[src/rtl/uart_rx_if.sv]
// Ready/valid byte stream carrying received UART data from uart_rx to its consumer.
interface uart_rx_if;
    logic [7:0] rx_data;
    logic       rx_valid;
    logic       rx_ready;

    modport master (output rx_data, output rx_valid, input rx_ready);
    modport slave  (input rx_data, input rx_valid, output rx_ready);
endinterface

[src/rtl/uart_rx.sv]
// 8N1 UART receiver: 2-flop synchroniser, mid-bit sampling, ready/valid output.
// Define UART_RX_FIFO_EN to replace the single holding register with a 4-entry FIFO.
module uart_rx #(
    parameter int unsigned CLKS_PER_BIT = 4
) (
    input  logic      clk,
    input  logic      reset,
    input  logic      rx_pin,
    uart_rx_if.master rx,
    output logic      frame_err,
    output logic      overrun,
    output logic      busy
);
    localparam int unsigned HALF = CLKS_PER_BIT / 2;
    localparam int unsigned CW   = $clog2(CLKS_PER_BIT + 1);
    localparam logic [CW-1:0] CNT_BIT  = CW'(CLKS_PER_BIT - 1);
    localparam logic [CW-1:0] CNT_HALF = (HALF > 0) ? CW'(HALF - 1) : '0;

    typedef enum logic [2:0] {
        S_IDLE,
        S_START,
        S_DATA,
        S_STOP,
        S_WAIT_HIGH
    } state_t;

    state_t        state_q;
    logic          sync1_q;
    logic          rx_s_q;
    logic [CW-1:0] cnt_q;
    logic [2:0]    idx_q;
    logic [7:0]    shift_q;
    logic          busy_q;
    logic          frame_err_q;
    logic          overrun_q;
    logic          push;
    logic          pop;

    // A good stop sample pushes the assembled byte on the same edge.
    assign push = (state_q == S_STOP) && (cnt_q == '0) && rx_s_q;

    always_ff @(posedge clk) begin
        if (reset) begin
            sync1_q     <= 1'b1;
            rx_s_q      <= 1'b1;
            state_q     <= S_IDLE;
            cnt_q       <= '0;
            idx_q       <= '0;
            shift_q     <= '0;
            busy_q      <= 1'b0;
            frame_err_q <= 1'b0;
        end else begin
            sync1_q     <= rx_pin;
            rx_s_q      <= sync1_q;
            frame_err_q <= 1'b0;
            case (state_q)
                S_IDLE: begin
                    if (!rx_s_q) begin
                        busy_q <= 1'b1;
                        idx_q  <= '0;
                        if (HALF == 0) begin
                            state_q <= S_DATA;
                            cnt_q   <= CNT_BIT;
                        end else begin
                            state_q <= S_START;
                            cnt_q   <= CNT_HALF;
                        end
                    end
                end
                S_START: begin
                    if (cnt_q != '0) begin
                        cnt_q <= cnt_q - CW'(1);
                    end else if (!rx_s_q) begin
                        state_q <= S_DATA;
                        cnt_q   <= CNT_BIT;
                        idx_q   <= '0;
                    end else begin
                        state_q <= S_IDLE;
                        busy_q  <= 1'b0;
                    end
                end
                S_DATA: begin
                    if (cnt_q != '0) begin
                        cnt_q <= cnt_q - CW'(1);
                    end else begin
                        shift_q <= {rx_s_q, shift_q[7:1]};
                        cnt_q   <= CNT_BIT;
                        if (idx_q == 3'd7) begin
                            state_q <= S_STOP;
                        end else begin
                            idx_q <= idx_q + 3'd1;
                        end
                    end
                end
                S_STOP: begin
                    if (cnt_q != '0) begin
                        cnt_q <= cnt_q - CW'(1);
                    end else if (rx_s_q) begin
                        state_q <= S_IDLE;
                        busy_q  <= 1'b0;
                    end else begin
                        // Line held low through stop: wait for idle so a break is not a new start.
                        frame_err_q <= 1'b1;
                        state_q     <= S_WAIT_HIGH;
                    end
                end
                S_WAIT_HIGH: begin
                    if (rx_s_q) begin
                        state_q <= S_IDLE;
                        busy_q  <= 1'b0;
                    end
                end
                default: begin
                    state_q <= S_IDLE;
                    busy_q  <= 1'b0;
                end
            endcase
        end
    end

`ifdef UART_RX_FIFO_EN
    logic [7:0] mem_q [4];
    logic [1:0] wp_q;
    logic [1:0] rp_q;
    logic [2:0] count_q;
    logic       push_ok;

    assign pop     = (count_q != 3'd0) && rx.rx_ready;
    assign push_ok = push && ((count_q != 3'd4) || pop);

    always_ff @(posedge clk) begin
        if (reset) begin
            for (int unsigned i = 0; i < 4; i++) begin
                mem_q[i] <= '0;
            end
            wp_q      <= '0;
            rp_q      <= '0;
            count_q   <= '0;
            overrun_q <= 1'b0;
        end else begin
            overrun_q <= push && !push_ok;
            if (push_ok) begin
                mem_q[wp_q] <= shift_q;
                wp_q        <= wp_q + 2'd1;
            end
            if (pop) begin
                rp_q <= rp_q + 2'd1;
            end
            count_q <= count_q + {2'b00, push_ok} - {2'b00, pop};
        end
    end

    assign rx.rx_data  = mem_q[rp_q];
    assign rx.rx_valid = (count_q != 3'd0);
`else
    logic [7:0] data_q;
    logic       valid_q;

    assign pop = valid_q && rx.rx_ready;

    always_ff @(posedge clk) begin
        if (reset) begin
            data_q    <= '0;
            valid_q   <= 1'b0;
            overrun_q <= 1'b0;
        end else begin
            overrun_q <= 1'b0;
            if (push) begin
                if (!valid_q || pop) begin
                    data_q  <= shift_q;
                    valid_q <= 1'b1;
                end else begin
                    overrun_q <= 1'b1;
                end
            end else if (pop) begin
                valid_q <= 1'b0;
            end
        end
    end

    assign rx.rx_data  = data_q;
    assign rx.rx_valid = valid_q;
`endif

    assign frame_err = frame_err_q;
    assign overrun   = overrun_q;
    assign busy      = busy_q;
endmodule

[src/flat_wrapper.sv]
// flat-port wrapper written by rule: the top's interface ports become plain ports
module uart_rx_flat 
#(
    parameter int unsigned CLKS_PER_BIT = 4
)
  (clk, reset, rx_pin, frame_err, overrun, busy, rx_rx_data, rx_rx_valid, rx_rx_ready);
  uart_rx_if rx_i ();
  input  logic clk;
  input  logic reset;
  input  logic rx_pin;
  output logic frame_err;
  output logic overrun;
  output logic busy;
  output wire logic [$bits(rx_i.rx_data)-1:0] rx_rx_data;
  output wire logic [$bits(rx_i.rx_valid)-1:0] rx_rx_valid;
  input wire logic [$bits(rx_i.rx_ready)-1:0] rx_rx_ready;
  assign rx_rx_data = rx_i.rx_data;
  assign rx_rx_valid = rx_i.rx_valid;
  assign rx_i.rx_ready = rx_rx_ready;
  uart_rx #(.CLKS_PER_BIT(CLKS_PER_BIT)) u_core (.clk(clk), .reset(reset), .rx_pin(rx_pin), .rx(rx_i), .frame_err(frame_err), .overrun(overrun), .busy(busy));
endmodule
[config.mk]
export PLATFORM = sky130hd
export DESIGN_NAME = uart_rx_flat
export DESIGN_NICKNAME = d
export VERILOG_FILES = /design/src/rtl/uart_rx_if.sv /design/src/rtl/uart_rx.sv /design/src/flat_wrapper.sv
export SDC_FILE = /design/constraint.sdc
export NUM_CORES = 1
export LEC_CHECK = 0
export ABC_AREA = 1
export CAP_MARGIN = 20
export CORE_MARGIN = 2
export CORE_UTILIZATION = 60
export CTS_BUF_LIST = sky130_fd_sc_hd__clkbuf_4
export DETAILED_ROUTE_END_ITERATION = 7
export PLACE_DENSITY = 0.92
export REMOVE_ABC_BUFFERS = 1
export SLEW_MARGIN = 25
export SYNTH_ARGS = -nofsm -noshare
export SYNTH_HDL_FRONTEND = slang
export SYNTH_SLANG_ARGS = --single-unit
[constraint.sdc]
create_clock -name clk -period 3.4 [get_ports clk]
set_clock_uncertainty 0.1 [all_clocks]
set_input_delay 0.51 -clock clk [delete_from_list [all_inputs] [get_ports clk]]
set_output_delay 0.51 -clock clk [all_outputs]
set_load 0.1 [all_outputs]
**Word level (Yosys, flattened, before mapping)**

Cells that the tools add are included.

- Register bits after elaboration: 31
- Latch bits: 0
- Bits in writable memories: 0
- ROM bits: 0
- Input bits: 4
- Output and inout bits: 12
- Word-level logic and storage cells: 82
- Memories: 0

- $add $sub $neg: 2
- Multipliers: 0
- Divide/modulo/power cells: 0
- $lt $le $gt $ge: 0
- Eq/ne operators: 16
- Shifts and indexed selects: 0
- Muxes and demuxes: 28
- Bitwise gates (word level): 4
- Reductions and logical operators: 21

Operators by type and width:

| cell | count |
|---|---|
| $mux 3 | 15 |
| $ne 2x2->1 const B | 8 |
| $pmux 3 s5 | 1 |
| $pmux 3 s4 | 1 |
| $pmux 3 s3 | 1 |
| $mux 1 | 8 |
| $reduce_and 4->1 | 2 |
| $eq 3x2->1 const B | 2 |
| $eq 3x3->1 const B | 2 |
| $logic_not 3->1 | 2 |
| $reduce_and 2->1 | 3 |
| $reduce_and 6->1 | 1 |
| $reduce_bool 3->1 | 2 |
| $ne 2x1->1 const B | 2 |
| $not 1->1 | 4 |
| $pmux 1 s4 | 1 |
| $reduce_bool 4->1 | 1 |
| $reduce_or 2->1 | 2 |
| $add 3x1->3 const B | 1 |
| $eq 3x1->1 const B | 1 |
| $logic_and 1x1->1 | 3 |
| $ne 3x3->1 const B | 1 |
| $reduce_and 3->1 | 1 |
| $reduce_or 3->1 | 1 |
| 5 further kinds | 5 |

**Depth between registers and ports, before layout**

Gate-level depths: netlist of the first run.

- Depth in word-level cells: 5
- Gate-level depth with buffers: 10
- Mapped depth without buffers: 10

**Worst setup path after synthesis of the first run**

OpenSTA, ideal clock, no wires.

- Path type: register to register
- Start point: reg u_core.valid_q (netlist: u_core.rx.rx_valid)
- End point: reg u_core.data_q[2] (netlist: u_core.rx.rx_data[2])
- Library setup time: 134 ps
- Data arrival time: 1585 ps
- Data required time: 3166 ps
- Slack: 1581 ps
- Stages on the path, launching flop included: 5
- Cells stage by stage: dfxtp_1 > nand2_1 > clkbuf_1 > nand3_1 > a21oi_1

- Longest elaborated chain between the ends: 3

RTL lines:

| what | line | text |
|---|---|---|
| start: declaration | uart_rx.sv:157 | `logic valid_q;` |
| start signal: assignment | uart_rx.sv:164 | `valid_q <= 1'b0;` |
| start signal: assignment | uart_rx.sv:171 | `valid_q <= 1'b1;` |
| start signal: assignment | uart_rx.sv:176 | `valid_q <= 1'b0;` |
| $logic_not 1->1 or $logic_and 1x1->1 (tied branches) | uart_rx.sv:169, uart_rx.sv:159 |  |
| $logic_or 1x1->1 (*) | uart_rx.sv:169 | `if (!valid_q \|\| pop) begin` |
| $reduce_and 2->1 (no source line) (*) | - |  |
| end signal: assignment | uart_rx.sv:170 | `data_q <= shift_q;` |
| end: declaration | uart_rx.sv:156 | `logic [7:0] data_q;` |

Every way passes the cells marked *; elsewhere a longest branch is shown, timed or not.
A chain may end at the register's enable or synchronous reset.

**Final worst setup path of the first run**

- Start point: reg u_core.busy_q (netlist: u_core.busy)
- End point: out busy

RTL lines:

| what | line | text |
|---|---|---|
| start: declaration | uart_rx.sv:33 | `logic busy_q;` |
| start signal: assignment | uart_rx.sv:50 | `busy_q <= 1'b0;` |
| start signal: assignment | uart_rx.sv:59 | `busy_q <= 1'b1;` |
| start signal: assignment | uart_rx.sv:79 | `busy_q <= 1'b0;` |
| end: declaration | flat_wrapper.sv:13 | `output logic busy;` |

No word-level cell between the ends.

==> results of run 1 <==
[synth_stat cells]
| cell type | n | share of area, % |
|---|---|---|
| o21ai_0 | 9 | 3.1 |
| nor2_1 | 40 | 10 |
| nand3_4 | 2 | 2.4 |
| nor3_4 | 1 | 1.1 |
| nand2_4 | 1 | 0.76 |
| a31oi_1 | 1 | 0.43 |
| nor4_1 | 1 | 0.43 |
| a211oi_1 | 1 | 0.51 |
| nor3_1 | 1 | 0.34 |
| nand3_2 | 1 | 0.68 |
| clkbuf_1 | 4 | 1.0 |
| a21oi_1 | 14 | 4.8 |
| nor2_4 | 3 | 2.3 |
| nor3b_2 | 1 | 0.85 |
| inv_1 | 10 | 2.5 |
| nand4_1 | 3 | 1.3 |
| a21oi_2 | 1 | 0.59 |
| nand2_1 | 34 | 8.7 |
| nand2_2 | 2 | 0.85 |
| nor2_2 | 3 | 1.3 |
| ha_1 | 4 | 3.4 |
| or2_2 | 2 | 0.85 |
| o21ai_1 | 2 | 0.68 |
| nand3_1 | 21 | 7.1 |
| inv_2 | 5 | 1.3 |
| dfxtp_1 | 31 | 42 |
| buf_4 | 1 | 0.51 |
[per-layer routing]
| metal | GRT usage (%) | vias to the layer above | wire (um) |
|---|---|---|---|
| met4 | 12.0 | 0 | 48 |
| met5 | 0 | - | 0 |
| li1 | - | 688 | - |
| met3 | 10.0 | 8 | 163 |
| met1 | 27.9 | 634 | 1300 |
| met2 | 46.5 | 39 | 1620 |
[registers in the layout (all words and copies together) (netlist names)]
name                count
u_core.busy             1
u_core.cnt_q            3
u_core.frame_err        1
u_core.idx_q            3
u_core.overrun          1
u_core.rx.rx_data       8
u_core.rx.rx_valid      1
u_core.rx_s_q           1
u_core.shift_q          8
u_core.state_q          3
u_core.sync1_q          1
[stage by stage]
stage	std cells	total power, W
final	246	0.00138
after global routing	246	0.00150
after CTS	246	0.00138
after detailed placement	238	0.00116
after global placement	238	0.00112
after floorplan	194	0.00102
[cell families after synthesis]
family / Yosys count / share of synthesized area (%)
DFF: 31 / 42.1
and+or+nand+nor: 116 / 39.1
buffers and inverters: 20 / 5.35
AOI/OAI and AO/OA: 28 / 10.0
adders and majority gates: 4 / 3.40
[layout by cell type (no fill, tap or decap), drive strengths merged]
cell type and count:
nand4 3, clkbuf 7, nor2 46, a21oi 15
a211oi 1, a31oi 1, nor3 2, o21ai 11
clkdlybuf4s50 15, clkinv 1, buf 1, inv 15
nor3b 1, nand2 37, or2 2, dfxtp 31
nand3 24, ha 4, nor4 1
[power by group through the flow]
stage,registers (W),logic (W),clock network [W]
final,0.000516,0.000641,0.000220
after floorplan,0.000554,0.000470,0
after global routing,0.000528,0.000735,0.000238
after CTS,0.000516,0.000638,0.000225
after detailed placement,0.000524,0.000635,0
after global placement,0.000517,0.000600,0
[how the worst max path moves through the flow]
stage,cells after the start,endpoint,startpoint,slack [ns]
6_report,1,busy,u_core.busy,0.98
3_3_place_gp,1,rx_rx_data[4],u_core.rx.rx_data[4],1.35
5_1_grt,1,busy,u_core.busy,0.92
4_1_cts,1,rx_rx_data[6],u_core.rx.rx_data[6],0.96
2_1_floorplan,4,u_core.rx.rx_data[0],u_core.rx.rx_valid,1.45
3_5_place_dp,1,rx_rx_data[6],u_core.rx.rx_data[6],1.34
[final cells by class]
type                            count  area (um^2)
Multi-Input combinational cell    148          773
Sequential cell                    31          621
Fill cell                         171          576
Timing Repair Buffer               16          158
Inverter                           15         56.3
Clock buffer                        7         52.6
Tap cell                           28         35.0
Clock inverter                      1         5.00
==> impl_metrics.ini, run 1 <==
[grt]
grt_use_total_pct = 26.5
grt_max_degree = 20
grt_pass1_wl_um = 5390
antenna_found_initial = 0
grt_pass1_vias = 1291
overflow = 0

[routing]
drtAntennaViolNets = 0
drt_iter0_markers = 40
dr_total_vias = 1369
routedWlPerCell_um = 12.7
drc_errors = 0
viasPerCell = 5.57
firstDrtPassIters = 4
wirelength_um = 3130

[clock_tree]
cts_buffers = 5
cts_root_buf = clkbuf_4
cts-resized-gates = 0
cts_tree = done
cts_buffer_depth = 2
holdBufCountCts = 0
postCtsSetupBuffers = 0
clkLatencyLatePin_ns = 0.33
clock_sinks = 31
htree_levels = 2
clk_pin_slew_ns = 0.10

[power_and_ir_drop]
ir_drop_uv = 567
p_leak_nw = 0.712
seq_power_share_pct = 37.5
internal_power_w = 0.000741
p_clk_share_pct = 16.0
swShare_pct = 46.2
power_density_mw_per_mm2 = 810
netSwitchingPower_w = 0.000636
p_comb_share_pct = 46.5

[synthesis]
synth_area_mm2 = 0.00147
avgSynthCellArea_um2 = 7.40
yosysWarnings = 0
postSynthCellCount = 199
seq_area_frac_synth_pct = 42.1
ys_types = 27
ys_seq_elements = 31

[setup_path]
crit_buf_inv = 1
arrival_ns = 1.81
slowest_stage = clkdlybuf4s50_1
crit_path_max_incr_delay_ns = 1.13
cpLargestDelayFamily = buffers and inverters
worstSetupPathType = reg -> out
crit_fanout = 2
r2r-end = u_core.rx.rx_data[4]
cp-end-kind = primary output
cp-start-kind = register
r2r_start = u_core.cnt_q[0]
reg2reg_depth = 7
path_cells = clkdlybuf4s50_1
critPathRequiredTime_ns = 2.79
r2r_slack_ns = 1.60

[timing]
rsz0062_at_grt = false
hold_ws_ns = 0.318
setup_violations = 0
layout_setup_ws_ns = 0.980
drv_slew = 0
fin_crit_sh_pct = 71.2
slew_headroom_pct = 34.8
timing.fmax_mhz = 413
worstMarginPinSlew_ns = 0.975
final_hold_viol_count = 0
layout_min_cycle_time_ns = 2.42
fin_setup_tns_ns = 0

[placed_design]
place_area_mm2 = 0.00164
io_buffers = 15
pre_cts_ws_ns = 1.34
gp_congestion = 0.858
hpwl_um = 2280

[floorplanning]
die_h_um = 53.5
initial_core_util_pct = 64.7
die-width_um = 53.5
die-area_mm2 = 0.00287
core_area_mm2 = 0.00228
fp-row-count = 17
ioPinCount = 16

[hold_path]
min_to = u_core.rx_s_q
whs_path_depth = 1
hp-class = reg -> reg
holdCritStartpoint = u_core.sync1_q

[cells_and_area]
area_growth_pct = 15.5
drive_gt1_share_pct = 14.2
antenna_cells = 0
fin_util_pct = 74.7
finalInstanceArea_mm2 = 0.00170
final_nets = 225

[status]
status = completed

[job]
cap_violations = 0
Note: power is estimated with default switching activity, not from simulation.
==> inputs of run 2 (changes only) <==
CORE_UTILIZATION = 52   (was 60)
PLACE_DENSITY = 0.85   (was 0.92)
clock period = 2.2 ns   (was 3.4 ns; I/O delays follow)
==> impl_metrics.ini, run 2 (synthesis gave the netlist of run 1 again) <==
[cells_and_area]
area_growth_pct = 13.3
finalInstanceArea_mm2 = 0.00167
final_cells = 249
antenna_cells = 0
final_common_cell = nor2_1
fill_cells = 260
drive_gt1_share_pct = 18.8
seqCellArea_um2 = 621
mostFrequentLayoutCells = nor2_1 (40), nand2_1 (34), dfxtp_1 (31)
final_nets = 225
multiInputGateArea_um2 = 773

[routing]
dr_wl_met3_um = 171
top_layer = met4
wirelength_um = 2970
drc_errors = 0
wl_met1_um = 1370
viasPerCell = 5.54
drtAntennaViolNets = 0
firstDrtPassIters = 4
wl_met2_um = 1380
dr_total_vias = 1380
routedWlPerCell_um = 11.9
drt_iter0_markers = 58

[hold_path]
min_to = u_core.rx_s_q
hp-class = reg -> reg
whs_path_depth = 1
holdCritStartpoint = u_core.sync1_q

[grt]
antenna_found_initial = 0
grt_use_total_pct = 21.2
overflow = 0
grt_max_degree = 19
grt_pass1_wl_um = 5420
grt_pass1_vias = 1230

[setup_path]
path_cells = inv_1 -> ha_1 -> nand2_1 -> nor3_4 -> nand2_4 -> nand2_1 -> a21oi_1
r2r-end = u_core.rx.rx_data[6]
reg2reg_depth = 7
cp-end-kind = register
cpLargestDelayFamily = simple AND/OR/NAND/NOR gates
crit_path_max_incr_delay_ns = 0.45
cp-start-kind = register
r2r_start = u_core.cnt_q[0]
worstSetupPathType = reg -> reg
r2r_slack_ns = 0.43
crit_fanout = 10
cpMostUsedCell = nand2_1
startpoint = u_core.cnt_q[0]
arrival_ns = 1.88
critPathRequiredTime_ns = 2.31
slowest_stage = nor3_4
crit_buf_inv = 1

[clock_tree]
cts-resized-gates = 0
clkLatencyLatePin_ns = 0.33
cts_root_buf = clkbuf_4
cts_tree = done
clk_pin_slew_ns = 0.09
cts_buffer_depth = 2
clock_sinks = 31
postCtsSetupBuffers = 0
htree_levels = 2
holdBufCountCts = 0
cts_buffers = 5

[floorplanning]
core_area_mm2 = 0.00273
ioPinCount = 16
die_h_um = 57.2
fp-row-count = 19
initial_core_util_pct = 53.9
die-area_mm2 = 0.00327
die-width_um = 57.2

[timing]
fin_crit_sh_pct = 80.3
fin_setup_tns_ns = 0
drv_slew = 0
hold_ws_ns = 0.317
slew_headroom_pct = 70.4
setup_violations = 0
rsz0062_at_grt = false
final_hold_viol_count = 0
layout_setup_ws_ns = 0.432
timing.fmax_mhz = 566
layout_min_cycle_time_ns = 1.77
worstMarginPinSlew_ns = 0.444

[placed_design]
hpwl_um = 2140
dp.cells = 241
place_area_mm2 = 0.00162
pre_cts_ws_ns = 0.451
gp_congestion = 0.878
io_buffers = 15

[power_and_ir_drop]
p_leak_nw = 0.731
power_density_mw_per_mm2 = 1250
ir_drop_uv = 978

[status]
status = completed

[job]
cap_violations = 0
run 2: cell count changes in the layout (fill, tap and decap cells not counted), sizes merged:
cell           previous run  this run
clkdlybuf4s50            15         3
buf                       1        13
clkinv                    1         2
clkbuf                    7         6
run 2: area by class of cell:
cell class	count	area share (%)
multi-input combinational	148	46.3
sequential	31	37.2
timing repair buffer	16	7.65
inverter	15	3.37
clock buffer	6	2.70
tap	31	2.32
clock inverter	2	0.450
run 2: how the worst max path moves through the flow:
stage | cells after the start | slack (ns) | endpoint
after global placement | 7 | 0.55 | u_core.rx.rx_data[5]
final | 7 | 0.43 | u_core.rx.rx_data[6]
after CTS | 7 | 0.43 | u_core.rx.rx_data[5]
after detailed placement | 7 | 0.45 | u_core.rx.rx_data[6]
after floorplan | 4 | 0.25 | u_core.rx.rx_data[0]
after global routing | 7 | 0.23 | u_core.rx.rx_data[2]
run 2: worst register-to-register path: cells and delay by family, from the launching register on:
| family | cells | cell delay [ns] |
|---|---|---|
| AND/OR/NAND/NOR | 4 | 0.91 |
| flip-flops | 1 | 0.34 |
| adder cells (fa/ha/maj) | 1 | 0.17 |
| buffers and inverters | 1 | 0.08 |
| AO/OA/AOI/OAI | 1 | 0.06 |
run 2: layer usage:
| metal | vias to the layer above | global-route usage, % |
|---|---|---|
| li1 | 687 | - |
| met1 | 650 | 27.1 |
| met2 | 38 | 34.0 |
| met3 | 5 | 6.80 |
| met4 | 0 | 6.98 |
| met5 | - | 0 |
run 2: through the flow:
stage	utilization, %	total power [W]
after detailed placement	59.1	0.00178
after CTS	61.1	0.00209
after global routing	61.1	0.00228
after global placement	59.1	0.00175
after floorplan	-	0.00158
final	61.1	0.00209
run 2: report_power, final:
group / internal, W / total, W / switching [W]
registers: 0.000682 / 0.000799 / 0.000117
clock network: 0.000130 / 0.000319 / 0.000189
logic: 0.000311 / 0.000972 / 0.000661
==> inputs of run 3 (changes only) <==
CORE_UTILIZATION = 57   (was 52)
PLACE_DENSITY = 0.88   (was 0.85)
clock period = 1.66 ns   (was 2.2 ns; I/O delays follow)
==> impl_metrics.ini, run 3 (synthesis gave the netlist of run 1 again) <==
[status]
status = completed

[setup_path]
reg2reg_depth = 8
slowest_stage = dfxtp_1
crit_path_max_incr_delay_ns = 0.53
cp-end-kind = register
r2r-end = u_core.idx_q[0]
cp-start-kind = register
r2r_slack_ns = 0.14
path_cells = inv_2 -> nand3_4 -> inv_2 -> nand2_2 -> nand3_1 -> nor2_2 -> nor2_1 -> nor2_1
arrival_ns = 1.69
critPathRequiredTime_ns = 1.83
r2r_start = u_core.state_q[0]
worstSetupPathType = reg -> reg
startpoint = u_core.state_q[0]
crit_fanout = 8

[timing]
fin_setup_tns_ns = 0
drv_slew = 0
fin_crit_sh_pct = 91.3
worstMarginPinSlew_ns = 0.345
timing.fmax_mhz = 660
final_hold_viol_count = 0
slew_headroom_pct = 77.0
setup_violations = 0
layout_min_cycle_time_ns = 1.52

[grt]
overflow = 0
grt_pass1_vias = 1367
grt_use_total_pct = 29.2
grt_pass1_wl_um = 5980
antenna_found_initial = 0
grt_max_degree = 14

[cells_and_area]
mostFrequentLayoutCells = nor2_1 (39), nand2_1 (33), dfxtp_1 (30)
drive_gt1_share_pct = 24.6
antenna_cells = 0
finalInstanceArea_mm2 = 0.00192
final_nets = 235
fin_util_pct = 78.0
final_common_cell = nor2_1
area_growth_pct = 30.1
final_cells = 258

[power_and_ir_drop]
seq_power_share_pct = 35.7
ir_drop_uv = 1550
netSwitchingPower_w = 0.00143
p_clk_share_pct = 14.1
p_leak_nw = 0.805
swShare_pct = 47.3
p_comb_share_pct = 50.2
power_density_mw_per_mm2 = 1570
internal_power_w = 0.00159

[clock_tree]
htree_levels = 2
cts_root_buf = clkbuf_4
cts_buffers = 5
clk_pin_slew_ns = 0.11
holdBufCountCts = 0
clkLatencyLatePin_ns = 0.35
clock_sinks = 31
cts_tree = done
cts_buffer_depth = 2

[routing]
drtAntennaViolNets = 0
viasPerCell = 5.55
drt_iter0_markers = 43
firstDrtPassIters = 4
routedWlPerCell_um = 14.2
dr_total_vias = 1432
drc_errors = 0
wirelength_um = 3680

[placed_design]
hpwl_um = 2750
io_buffers = 15
place_area_mm2 = 0.00185
gp_congestion = 0.845
dp.cells = 249

[floorplanning]
die-width_um = 54.8
core_area_mm2 = 0.00245
initial_core_util_pct = 60.0
fp-row-count = 18
die-area_mm2 = 0.00301
ioPinCount = 16
die_h_um = 54.8

[hold_path]
min_to = u_core.rx_s_q
whs_path_depth = 1
hp-class = reg -> reg
holdCritStartpoint = u_core.sync1_q

[job]
cap_violations = 0
-- run 3: changes by cell type in the layout (fill, tap and decap cells not counted), moves of 2 or more --
cell,delta
buf_12,+13
buf_4,-4
nor2_2,+2
o21ai_0,-2
o21ai_1,+2
-- run 3: worst max path at each step --
| stage | slack [ns] | end |
|---|---|---|
| floorplan | -0.29 | u_core.rx.rx_data[0] |
| global placement | 0.06 | u_core.busy |
| detailed placement | -0.008 | u_core.shift_q[1] |
| CTS | 0.003 | u_core.busy |
| global route | -0.03 | u_core.state_q[2] |
| finish | 0.14 | u_core.idx_q[0] |
-- run 3: cell type report --
| cell class | count | area (um^2) |
|---|---|---|
| inverter | 15 | 56.3 |
| multi-input combinational | 149 | 790 |
| clock inverter | 3 | 15.0 |
| clock buffer | 5 | 37.5 |
| sequential | 31 | 622 |
| tap | 30 | 37.5 |
| fill | 168 | 539 |
| timing repair buffer | 25 | 358 |
-- run 3: worst max-delay path: cells and delay by family (launching register included) --
family | cells | cell delay (ns)
AND/OR/NAND/NOR | 6 | 0.62
buffers and inverters | 2 | 0.19
flip-flops | 1 | 0.53
-- run 3: routing by layer --
metal / vias up / wire length [um] / GRT usage [%]
li1: 715 / - / -
met1: 657 / 1560 / 34.1
met2: 48 / 1810 / 47.0
met3: 12 / 201 / 10.1
met4: 0 / 97 / 14.2
met5: - / 0 / 0
-- run 3: power groups by stage --
stage                     registers [W]  logic [W]  clock network (W)
after CTS                       0.00106    0.00145           0.000435
after global placement          0.00107    0.00134                  0
after global routing            0.00109    0.00168           0.000466
after detailed placement        0.00108    0.00144                  0
after floorplan                 0.00114   0.000962                  0
final                           0.00108    0.00151           0.000425
-- run 3: timing repair --
item,CTS,global route
resized for setup,1,6
hold endpoints to repair,0,0
setup buffers,0,0
endpoints found under the setup margin,1,16
pin swaps,0,1
gates cloned,0,1
-- run 3: through the flow --
step | worst slack (ns) | hold slack (ns) | power (W)
after floorplan | -0.290 | 0.211 | 0.00210
after global placement | 0.0638 | 0.293 | 0.00241
after detailed placement | -0.00820 | 0.303 | 0.00252
after CTS | 0.00348 | 0.322 | 0.00295
after global routing | -0.0269 | 0.328 | 0.00324
final | 0.144 | 0.324 | 0.00301
